## src/rtl/csr_mtrap_pkg.sv

```systemverilog
// ---------------------------------------------------------------------------
// csr_mtrap_pkg
// Shared constants for the machine-mode trap CSR block: CSR addresses,
// mstatus / mie / mip bit positions, the misa constant, the WFI FSM state
// encodings and a helper that tells whether an address is implemented.
// ---------------------------------------------------------------------------
package csr_mtrap_pkg;

    // CSR addresses
    localparam logic [11:0] CSR_MSTATUS  = 12'h300;
    localparam logic [11:0] CSR_MISA     = 12'h301;
    localparam logic [11:0] CSR_MIE      = 12'h304;
    localparam logic [11:0] CSR_MTVEC    = 12'h305;
    localparam logic [11:0] CSR_MSCRATCH = 12'h340;
    localparam logic [11:0] CSR_MEPC     = 12'h341;
    localparam logic [11:0] CSR_MCAUSE   = 12'h342;
    localparam logic [11:0] CSR_MTVAL    = 12'h343;
    localparam logic [11:0] CSR_MIP      = 12'h344;
    localparam logic [11:0] CSR_MCYCLE   = 12'hB00;
    localparam logic [11:0] CSR_MINSTRET = 12'hB02;
    localparam logic [11:0] CSR_MHARTID  = 12'hF14;

    // mstatus bit positions
    localparam int MSTATUS_MIE  = 3;
    localparam int MSTATUS_MPIE = 7;

    // mie / mip bit positions (software, timer, external)
    localparam int IRQ_MSI = 3;
    localparam int IRQ_MTI = 7;
    localparam int IRQ_MEI = 11;

    // RV64I: MXL=2 in the top two bits, extension letter I at bit 8
    localparam logic [63:0] MISA_VALUE = 64'h8000_0000_0000_0100;

    // WFI FSM state encodings
    localparam logic [0:0] ST_RUN   = 1'b0;
    localparam logic [0:0] ST_SLEEP = 1'b1;

    function automatic logic csr_is_mapped(input logic [11:0] addr);
        case (addr)
            CSR_MSTATUS, CSR_MISA, CSR_MIE, CSR_MTVEC, CSR_MSCRATCH,
            CSR_MEPC, CSR_MCAUSE, CSR_MTVAL, CSR_MIP, CSR_MCYCLE,
            CSR_MINSTRET, CSR_MHARTID: return 1'b1;
            default:                   return 1'b0;
        endcase
    endfunction

endpackage

```

## src/rtl/csr_mtrap_counter64.sv

```systemverilog
// ---------------------------------------------------------------------------
// csr_counter64
// 64-bit free-running counter with an increment enable and a write override.
// A write in the same cycle as an increment wins; the count wraps naturally.
//   clk, rstn : clock, asynchronous active-low reset (count clears to 0)
//   inc_en    : add one at the next edge
//   wr_en     : load wr_data at the next edge (overrides inc_en)
//   wr_data   : value to load
//   count     : current count
// ---------------------------------------------------------------------------
module csr_counter64 (
    input  logic        clk,
    input  logic        rstn,
    input  logic        inc_en,
    input  logic        wr_en,
    input  logic [63:0] wr_data,
    output logic [63:0] count
);

    logic [63:0] count_q;
    logic [63:0] count_d;

    // NOTE: every combinational output gets a default first so no path
    // through the block leaves it unassigned (that would infer a latch).
    always_comb begin
        count_d = count_q;
        if (wr_en) begin
            count_d = wr_data;
        end else if (inc_en) begin
            count_d = count_q + 64'd1;
        end
    end

    // NOTE: sequential state uses non-blocking assignments so every flop
    // samples its input from before the edge, independent of block order.
    always_ff @(posedge clk or negedge rstn) begin
        if (!rstn) begin
            count_q <= '0;
        end else begin
            count_q <= count_d;
        end
    end

    assign count = count_q;

endmodule

```

## src/rtl/csr_mtrap.sv

```systemverilog
// ---------------------------------------------------------------------------
// csr_mtrap
// Machine-mode trap CSR file and trap sequencer.
//   clk, rstn          : clock, asynchronous active-low reset
//   trapped/mret/wfi   : commit-time events from the exception controller
//   retired            : one instruction retired (minstret increment)
//   ecp/ecause/interupt: trap PC, cause code and interrupt flag
//   *_irq              : raw interrupt lines
//   csr_*              : CSR read/write port; rdata and illegal are combinational
//   sip/tip/eip        : globally and individually enabled pending interrupts
//   redirect_valid/pc  : registered one-cycle front-end redirect
//   sleeping           : pipeline parked in WFI
// ---------------------------------------------------------------------------
module csr_mtrap
    import csr_mtrap_pkg::*;
#(
    parameter int          XLEN        = 64,
    parameter int          PC_WIDTH    = 32,
    parameter logic [31:0] RESET_MTVEC = 32'h0000_0100
) (
    input  logic                clk,
    input  logic                rstn,
    input  logic                trapped,
    input  logic                mret,
    input  logic                wfi,
    input  logic                retired,
    input  logic [PC_WIDTH-1:0] ecp,
    input  logic [3:0]          ecause,
    input  logic                interupt,
    input  logic                ext_irq,
    input  logic                timer_irq,
    input  logic                sw_irq,
    input  logic                csr_rd_en,
    input  logic                csr_wr_en,
    input  logic [11:0]         csr_addr,
    input  logic [XLEN-1:0]     csr_wdata,
    output logic [XLEN-1:0]     csr_rdata,
    output logic                csr_illegal,
    output logic                sip,
    output logic                tip,
    output logic                eip,
    output logic                redirect_valid,
    output logic [PC_WIDTH-1:0] redirect_pc,
    output logic                sleeping
);

    // mepc is word aligned: its two low bits always read back as zero
    localparam logic [PC_WIDTH-1:0] MEPC_MASK = {{(PC_WIDTH-2){1'b1}}, 2'b00};

    logic                mst_mie_q, mst_mie_d;
    logic                mst_mpie_q, mst_mpie_d;
    logic [2:0]          mie_q, mie_d;            // {MEIE, MTIE, MSIE}
    logic [XLEN-1:0]     mtvec_q, mtvec_d;
    logic [XLEN-1:0]     mscratch_q, mscratch_d;
    logic [PC_WIDTH-1:0] mepc_q, mepc_d;
    logic [XLEN-1:0]     mcause_q, mcause_d;
    logic [0:0]          state_q, state_d;
    logic                redirect_valid_q, redirect_valid_d;
    logic [PC_WIDTH-1:0] redirect_pc_q, redirect_pc_d;

    logic [63:0]         mcycle, minstret;
    logic [XLEN-1:0]     mstatus_rd, mie_rd, mip_rd;
    logic                csr_we;
    logic                irq_wake;
    logic [PC_WIDTH-1:0] tvec_base, trap_target;

    // ---------------- access checking ----------------
    assign csr_illegal = ((csr_rd_en | csr_wr_en) & ~csr_is_mapped(csr_addr))
                       | (csr_wr_en & ((csr_addr[11:10] == 2'b11)
                                      | (csr_addr == CSR_MISA)
                                      | (csr_addr == CSR_MIP)));
    assign csr_we = csr_wr_en & ~csr_illegal;

    // ---------------- read views ----------------
    always_comb begin
        mstatus_rd               = '0;
        mstatus_rd[12:11]        = 2'b11;          // MPP: machine mode only
        mstatus_rd[MSTATUS_MPIE] = mst_mpie_q;
        mstatus_rd[MSTATUS_MIE]  = mst_mie_q;
        mie_rd                   = '0;
        mie_rd[IRQ_MEI]          = mie_q[2];
        mie_rd[IRQ_MTI]          = mie_q[1];
        mie_rd[IRQ_MSI]          = mie_q[0];
        mip_rd                   = '0;
        mip_rd[IRQ_MEI]          = ext_irq;
        mip_rd[IRQ_MTI]          = timer_irq;
        mip_rd[IRQ_MSI]          = sw_irq;
    end

    always_comb begin
        csr_rdata = '0;
        if (csr_rd_en) begin
            case (csr_addr)
                CSR_MSTATUS:  csr_rdata = mstatus_rd;
                CSR_MISA:     csr_rdata = XLEN'(MISA_VALUE);
                CSR_MIE:      csr_rdata = mie_rd;
                CSR_MTVEC:    csr_rdata = mtvec_q;
                CSR_MSCRATCH: csr_rdata = mscratch_q;
                CSR_MEPC:     csr_rdata = XLEN'(mepc_q);
                CSR_MCAUSE:   csr_rdata = mcause_q;
                CSR_MIP:      csr_rdata = mip_rd;
                CSR_MCYCLE:   csr_rdata = XLEN'(mcycle);
                CSR_MINSTRET: csr_rdata = XLEN'(minstret);
                default:      csr_rdata = '0;      // mtval, mhartid, unmapped
            endcase
        end
    end

    // ---------------- interrupt lines ----------------
    assign sip = mst_mie_q & mie_q[0] & sw_irq;
    assign tip = mst_mie_q & mie_q[1] & timer_irq;
    assign eip = mst_mie_q & mie_q[2] & ext_irq;

    // WFI wakes on any individually enabled pending line, ignoring mstatus.MIE
    assign irq_wake = (mie_q[2] & ext_irq) | (mie_q[1] & timer_irq) | (mie_q[0] & sw_irq);

    // ---------------- trap target ----------------
    assign tvec_base   = {mtvec_q[PC_WIDTH-1:2], 2'b00};
    assign trap_target = (mtvec_q[0] & interupt)
                       ? tvec_base + PC_WIDTH'({ecause, 2'b00})
                       : tvec_base;

    // ---------------- next-state ----------------
    always_comb begin
        mst_mie_d  = mst_mie_q;
        mst_mpie_d = mst_mpie_q;
        mie_d      = mie_q;
        mtvec_d    = mtvec_q;
        mscratch_d = mscratch_q;
        mepc_d     = mepc_q;
        mcause_d   = mcause_q;

        // Trap and mret own mstatus/mepc/mcause; a CSR write to those in the
        // same cycle is dropped, while writes elsewhere still commit below.
        if (trapped) begin
            mepc_d     = ecp & MEPC_MASK;
            mcause_d   = {interupt, {(XLEN-5){1'b0}}, ecause};
            mst_mpie_d = mst_mie_q;
            mst_mie_d  = 1'b0;
        end else if (mret) begin
            mst_mie_d  = mst_mpie_q;
            mst_mpie_d = 1'b1;
        end else if (csr_we) begin
            case (csr_addr)
                CSR_MSTATUS: begin
                    mst_mie_d  = csr_wdata[MSTATUS_MIE];
                    mst_mpie_d = csr_wdata[MSTATUS_MPIE];
                end
                CSR_MEPC:   mepc_d   = csr_wdata[PC_WIDTH-1:0] & MEPC_MASK;
                CSR_MCAUSE: mcause_d = csr_wdata;
                default: ;
            endcase
        end

        if (csr_we) begin
            case (csr_addr)
                CSR_MIE:      mie_d      = {csr_wdata[IRQ_MEI], csr_wdata[IRQ_MTI], csr_wdata[IRQ_MSI]};
                CSR_MTVEC:    mtvec_d    = {csr_wdata[XLEN-1:2], 1'b0, csr_wdata[0]};
                CSR_MSCRATCH: mscratch_d = csr_wdata;
                default: ;
            endcase
        end
    end

    always_comb begin
        redirect_valid_d = trapped | mret;
        redirect_pc_d    = redirect_pc_q;
        if (trapped) begin
            redirect_pc_d = trap_target;
        end else if (mret) begin
            redirect_pc_d = mepc_q;
        end
    end

    always_comb begin
        state_d = state_q;
        case (state_q)
            ST_RUN:   if (wfi & ~trapped) state_d = ST_SLEEP;
            ST_SLEEP: if (irq_wake)       state_d = ST_RUN;
            default:  state_d = ST_RUN;
        endcase
    end

    // NOTE: every register here holds architectural or control state, so all
    // of them are reset; there is no storage array that could skip reset.
    always_ff @(posedge clk or negedge rstn) begin
        if (!rstn) begin
            mst_mie_q        <= 1'b0;
            mst_mpie_q       <= 1'b0;
            mie_q            <= '0;
            mtvec_q          <= XLEN'(RESET_MTVEC);
            mscratch_q       <= '0;
            mepc_q           <= '0;
            mcause_q         <= '0;
            state_q          <= ST_RUN;
            redirect_valid_q <= 1'b0;
            redirect_pc_q    <= '0;
        end else begin
            mst_mie_q        <= mst_mie_d;
            mst_mpie_q       <= mst_mpie_d;
            mie_q            <= mie_d;
            mtvec_q          <= mtvec_d;
            mscratch_q       <= mscratch_d;
            mepc_q           <= mepc_d;
            mcause_q         <= mcause_d;
            state_q          <= state_d;
            redirect_valid_q <= redirect_valid_d;
            redirect_pc_q    <= redirect_pc_d;
        end
    end

    assign redirect_valid = redirect_valid_q;
    assign redirect_pc    = redirect_pc_q;
    assign sleeping       = (state_q == ST_SLEEP);

    // ---------------- counters ----------------
    csr_counter64 u_mcycle (
        .clk     (clk),
        .rstn    (rstn),
        .inc_en  (1'b1),
        .wr_en   (csr_we & (csr_addr == CSR_MCYCLE)),
        .wr_data (64'(csr_wdata)),
        .count   (mcycle)
    );

    csr_counter64 u_minstret (
        .clk     (clk),
        .rstn    (rstn),
        .inc_en  (retired),
        .wr_en   (csr_we & (csr_addr == CSR_MINSTRET)),
        .wr_data (64'(csr_wdata)),
        .count   (minstret)
    );

endmodule

```

## config.mk

```make
export PLATFORM = sky130hd
export DESIGN_NAME = csr_mtrap
export DESIGN_NICKNAME = d
export VERILOG_FILES = /design/src/rtl/csr_mtrap_pkg.sv /design/src/rtl/csr_mtrap_counter64.sv /design/src/rtl/csr_mtrap.sv
export SDC_FILE = /design/constraint.sdc
export NUM_CORES = 1
export LEC_CHECK = 0
export BUFFER_PORTS_ARGS = -buffer_cell sky130_fd_sc_hd__buf_2
export CAP_MARGIN = 40
export CORE_MARGIN = 2
export CORE_UTILIZATION = 45
export DETAILED_ROUTE_END_ITERATION = 6
export HOLD_SLACK_MARGIN = 0.15
export PLACE_DENSITY = 0.61
export SYNTH_ARGS = -nofsm -noshare
export SYNTH_HDL_FRONTEND = slang
export SYNTH_HIERARCHICAL = 1
export SYNTH_SLANG_ARGS = --single-unit
export TNS_END_PERCENT = 5
```

## constraint.sdc

```tcl
create_clock -name clk -period 2.9 [get_ports clk]
set_input_delay 0.145 -clock clk [delete_from_list [all_inputs] [get_ports clk]]
set_output_delay 0.145 -clock clk [all_outputs]
set_load 0.005 [all_outputs]
```

* Yosys cells after proc, flatten, opt, wreduce, memory -nomap -nowiden
Index checks and enable logic that the tools add are counted.
Cells by class: add/subtract/negate cells 3, eq/ne operators 14, multiplexer cells 28, bitwise gates (word level) 27, reductions and logical operators 14
Operators with widths (count):
- 64-bit one-hot mux with 10 select lines | 1
- 64-bit two-way mux | 8
- 32-bit two-way mux | 7
- 64-bit by 1-bit adder with 64-bit output, second input constant | 2
- 12-bit by 10-bit equality test with 1-bit output, second input constant | 9
- 12-bit equality test, second input constant | 3
- 32-bit by 6-bit adder with 32-bit output | 1
- 1-bit AND | 16
- 12-bit OR reduction | 1
- 1-bit two-way mux | 11
- 2-bit nonzero test | 5
- 2-bit AND reduction | 4
- 1-bit bitwise OR | 7
- 3-bit AND reduction | 2
- 3-bit nonzero test | 2
- 1-bit inverter | 4
- 2-bit equality test, second input constant | 1
- 2-bit != test, second input constant | 1
- 1-bit one-hot mux with 2 select lines | 1
Word-level totals: register bits after elaboration 390, input port bits 124, output and inout bits 102, word-level logic and storage cells 98

* Longest topological paths before layout
depth in word-level cells 11, depth in mapped cells 10, depth with buffers taken out 7

* Cells and area by module
The synthesis kept the hierarchy.
By module, submodules not included:
- csr_mtrap | times used 1, cells an instance 1241, area each 13216.4 µm², seq. area each 6457.4 µm²
- csr_counter64 | times used 2, cells an instance 422, area each 3748.6 µm², seq. area each 1601.5 µm²

* Worst setup path before layout
OpenSTA, ideal clock, no wires.
path type input port to flip-flop, from input csr_addr[3], to register u_mcycle.count_q[44] (netlist: u_mcycle/count[44]), setup time 0.138 ns, arrival time 2.914 ns, data required time 2.762 ns, path slack -0.151 ns, stages 10, buffers on the path 4, path through clkbuf_1 > or4_1 > clkbuf_1 > nor3_2 > clkbuf_1 > nor3b_1 > clkinv_1 > dlygate4sd3_1 > nor2_1 > a31oi_1
Between the ends: longest elaborated chain between the ends 10, elaborated cells on any way between the ends 24, those cells by class eq/ne (12); mux (2); bitwise (9); reduce/logical (1)
Ends and longest elaborated chain:
- from (decl) | line csr_mtrap.sv:35 | input logic [11:0] csr_addr,
- 12-bit by 10-bit equality test with 1-bit output, or another cell as far along | line csr_mtrap_pkg.sv:40, csr_mtrap.sv:70
- 12-bit OR reduction | line csr_mtrap_pkg.sv:40 | case (addr)
- 1-bit two-way mux | line csr_mtrap_pkg.sv:40
- 1-bit inverter | line csr_mtrap.sv:68 | assign csr_illegal = ((csr_rd_en | csr_wr_en) & ~csr_is_mapped(csr_addr))
- 1-bit AND | line csr_mtrap.sv:68
- 1-bit bitwise OR | line csr_mtrap.sv:69 | | (csr_wr_en & ((csr_addr[11:10] == 2'b11)
- 1-bit inverter | line csr_mtrap.sv:72 | assign csr_we = csr_wr_en & ~csr_illegal;
- 1-bit AND | line csr_mtrap.sv:72
- 1-bit AND * | line csr_mtrap.sv:221 | .wr_en (csr_we & (csr_addr == CSR_MCYCLE)),
- 64-bit two-way mux * | line csr_mtrap_counter64.sv:27 | if (wr_en) begin
- to (signal assigned) | line csr_mtrap_counter64.sv:40 | count_q <= count_d;
- to (decl) | line csr_mtrap_counter64.sv:20 | logic [63:0] count_q;
Mark *: on every way between the ends. The rest lies on a longest branch, timed or not. A chain may end at the register's enable or synchronous reset.

* Worst setup path after layout
from input csr_addr[5], to register mcause_q[2]
Between the ends: longest elaborated chain between the ends 10, elaborated cells on any way between the ends 25, those cells by class eq/ne (12); mux (1); bitwise (8); reduce/logical (4)
Ends and longest elaborated chain:
- 12-bit by 10-bit equality test with 1-bit output, or another cell as far along | line csr_mtrap_pkg.sv:40, csr_mtrap.sv:70
- 12-bit OR reduction | line csr_mtrap_pkg.sv:40
- 1-bit two-way mux | line csr_mtrap_pkg.sv:40
- 1-bit inverter | line csr_mtrap.sv:68
- 1-bit AND | line csr_mtrap.sv:68
- 1-bit bitwise OR | line csr_mtrap.sv:69
- 1-bit inverter | line csr_mtrap.sv:72
- 1-bit AND | line csr_mtrap.sv:72
- 2-bit nonzero test (no source line)
- 3-bit AND reduction (no source line) *
- to (signal assigned) | line csr_mtrap.sv:205 | mcause_q <= mcause_d;
- to (decl) | line csr_mtrap.sv:56 | logic [XLEN-1:0] mcause_q, mcause_d;
Marks and branches as above.

==> flow_metrics.py <==
metrics = {
    "status": {
        "status": "finished, violations left",
        "violations": "design-rule violations",
    },
    "critical_path": {
        "worstPathCellList": "buf_2, or4_1, buf_4, nor4_4, buf_12, and2_2, buf_12, mux2i_1, o21ai_1, dlygate4sd3_1",
        "reg2reg_to": "u_mcycle/count[61]",
        "required_ps": 3360,
        "path_common_cell": "buf_12",
        "crit_arrival_ps": 3200,
        "crit_start": "csr_addr[5]",
        "crit-reg2reg-launch": "u_mcycle/count[8]",
        "critical-path-max-stage-delay_ps": 590,
        "start_kind": "primary input",
        "path_buf_inv": 5,
        "cp_slowest_cell": "or4_1",
        "worst_setup_path_end_kind": "flip-flop",
        "critPathTopFamily": "buffers and inverters",
        "cp.depth": 10,
        "r2r_cells": 5,
        "crit_path_end": "mcause_q[2]",
        "crit_fanout": 42,
        "reg2reg_setup_slack_ps": 360,
        "critical_path_class": "primary input to flip-flop",
    },
    "final_layout": {
        "final_util_pct": 56.0,
        "n_antenna_cell": 0,
        "fin_nets": 2522,
        "syn2layout_area_growth_pct": 22.6,
        "final_cell_area_sq_mm": 0.0254,
        "final_common_cell": "dfrtp_1",
        "drive_gt1_share_pct": 17.2,
        "n_fill_cell": 4012,
        "layout_common_cells": "385 x dfrtp_1, 264 x nand2_1, 219 x buf_2",
    },
    "floorplanning": {
        "std_cell_rows": 78,
        "dieWidth_um": 219,
        "start_util_pct": 45.6,
        "die_y_um": 219,
        "pin_count": 226,
        "coreArea_sq_mm": 0.0454,
        "die_area_sq_mm": 0.0478,
    },
    "yosys": {
        "synth_area_sq_mm": 0.0207,
        "synthArstFlopShare_pct": 100,
        "synth_enable_flop_cells": 0,
        "syn_inst": 2085,
        "syn_avg_cell_area_sq_um": 9.93,
        "synthFlopType": "dfrtp_1",
        "ys.warnings.count": 6,
        "ys_seq_elements": 386,
        "yosysSeqAreaShare_pct": 46.6,
        "yosys.cell_types.count": 77,
    },
    "timing": {
        "max_slew_margin_pct": 43.3,
        "tns_ps": 0,
        "skew_ps": 26.5,
        "slew_viol_final": 0,
        "setup_viol_count_final": 0,
        "hold_viol": 0,
        "grt_setup_unrepaired": "false",
        "fmax_mhz": 366,
        "period_share_pct": 94.3,
        "fin_crit_ps": 2740,
        "worst_pin_slew_ps": 846,
    },
    "clocking": {
        "insertion_delay_ps": 580,
        "cts_tree": "built",
        "postCtsSetupBuffers": 0,
        "cts_made_buffers": 44,
        "h-tree-depth": 2,
        "cts_root_buf": "clkbuf_16",
        "clk_path_buf_depth": 3,
        "cts.sinks": 386,
        "ctsHoldBuffers": 119,
        "cts.clk_slew.worst_paths_ps": 60,
        "cts-resized-gates": 0,
    },
    "global_routing": {
        "grt_pass1_wl_um": 108000,
        "track_usage_pct": 29.3,
        "grt_max_degree": 84,
        "grt_overflow": 0,
        "grt_antenna_before_repair": 0,
        "grt_pass1_vias": 18400,
    },
    "power": {
        "peakVddDrop_uv": 368,
        "p_total_w": 0.0125,
        "power.density_mw_per_mm2": 493,
        "p_leak_nw": 11.1,
    },
    "route": {
        "drt-initial-drc-count": 2149,
        "vias": 19000,
        "routed_via_density": 6.30,
        "drc": 2,
        "wl_um": 70700,
        "drtPass1Iterations": 7,
        "wl_per_cell_um": 23.4,
        "ant_nets": 0,
    },
    "run": {
        "cap_violations": 0,
    },
    "worst_hold_path": {
        "hold_class": "primary input to asynchronous set/reset pin",
    },
    "place": {
        "gp_congestion": 0.902,
        "dp_hpwl_um": 46100,
        "placed_area_sq_mm": 0.0227,
        "port_buffers": 221,
    },
}
[layout make-up]
class,count,area [sq um],share of cell area [%]
Inverter,20,75.1,0.296
Clock buffer,68,1290,5.08
Timing Repair Buffer,415,3160,12.5
Clock inverter,11,170,0.670
Multi-Input combinational cell,1524,10300,40.5
Tap cell,600,751,2.96
Sequential cell,386,9660,38.0
[worst reg2reg max path, stage by stage, from the launching register on]
cell     delay, ps
dfrtp_1        430
nand3_2        160
nor3_2         560
nand4_2        520
or4_1          630
a31oi_1        170
[per-layer routing]
| layer | track usage (%) | vias to the layer above | share of wire [%] |
|---|---|---|---|
| met5 | 0 | - | 0 |
| met4 | 10.8 | 0 | 2.9 |
| met3 | 3.67 | 136 | 7.0 |
| met2 | 48.4 | 852 | 48 |
| met1 | 39.6 | 9609 | 42 |
| li1 | - | 8452 | - |
[synthesized netlist by cell type, types with 5 or more instances]
master	instances	area share (%)
a211oi_1	31	1.1
a21o_1	33	1.2
a21oi_1	138	3.3
a221oi_1	5	0.21
a222oi_1	76	3.7
a22o_1	29	1.2
a22oi_1	49	1.8
a31oi_1	75	2.3
and2_1	15	0.45
and3_1	30	0.91
and4_1	18	0.76
buf_1	16	0.29
buf_2	30	0.72
buf_4	9	0.33
buf_6	9	0.49
clkbuf_1	88	1.6
dfrtp_1	385	47
ha_1	6	0.36
inv_1	18	0.33
mux2_1	130	7.1
mux2_2	8	0.43
mux2i_1	15	0.72
nand2_1	267	4.8
nand2b_1	7	0.21
nand3_1	46	1.1
nand4_1	52	1.6
nor2_1	79	1.4
nor2b_1	29	0.88
nor3_1	15	0.36
nor4_1	11	0.33
nor4_2	5	0.30
o21ai_0	87	2.1
o21ai_1	5	0.12
o31a_1	6	0.25
o31ai_1	40	1.4
or3_1	18	0.54
or4_1	40	1.4
xnor2_1	33	1.4
xor2_1	58	2.5
[state kept, by name, indices dropped and copies added (netlist names)]
register / cells
redirect_valid: 1
mst_mie_q: 1
mcause_q: 64
mscratch_q: 64
redirect_pc: 30
mie_q: 3
u_mcycle/count: 64
mepc_q: 30
sleeping: 1
u_minstret/count: 64
mtvec_q: 63
mst_mpie_q: 1
[worst min-delay path by stage]
stage	from	to	slack (ps)
after CTS	rstn	mtvec_q[50]	200
after detailed placement	rstn	u_mcycle/count[53]	230
final	rstn	u_mcycle/count[54]	190
after global placement	rstn	u_mcycle/count[53]	220
after global routing	mret	mst_mpie_q	220
after floorplan	rstn	mcause_q[0]	-150
[stage by stage]
stage	hold slack (ps)	std cells	worst slack, ps
floorplan	-151	2090	45.7
global placement	218	2825	159
detailed placement	226	2826	130
CTS	202	3024	198
global route	223	3024	28.9
finish	191	3024	164
[report_power, final]
part / internal (W) / switching [W] / total [W]
Clock: 0.00342 / 0.00231 / 0.00572
Combinational: 0.000469 / 0.000539 / 0.00101
Sequential: 0.00558 / 0.000221 / 0.00580
[logic make-up (layout without fill, tap and decap cells)]
kind of cell | after synthesis | count (layout) | synth area share, %
buffers and inverters | 180 | 514 | 4.10
AOI/OAI and AO/OA | 587 | 587 | 19.3
muxes | 153 | 153 | 8.23
other | 2 | 7 | 0.0363
adders and majority gates | 7 | 7 | 0.459
and+or+nand+nor | 679 | 679 | 17.4
DFF | 386 | 386 | 46.6
xor gates and xnor gates | 91 | 91 | 3.85
No activity file was read; power rests on OpenSTA's default activity.
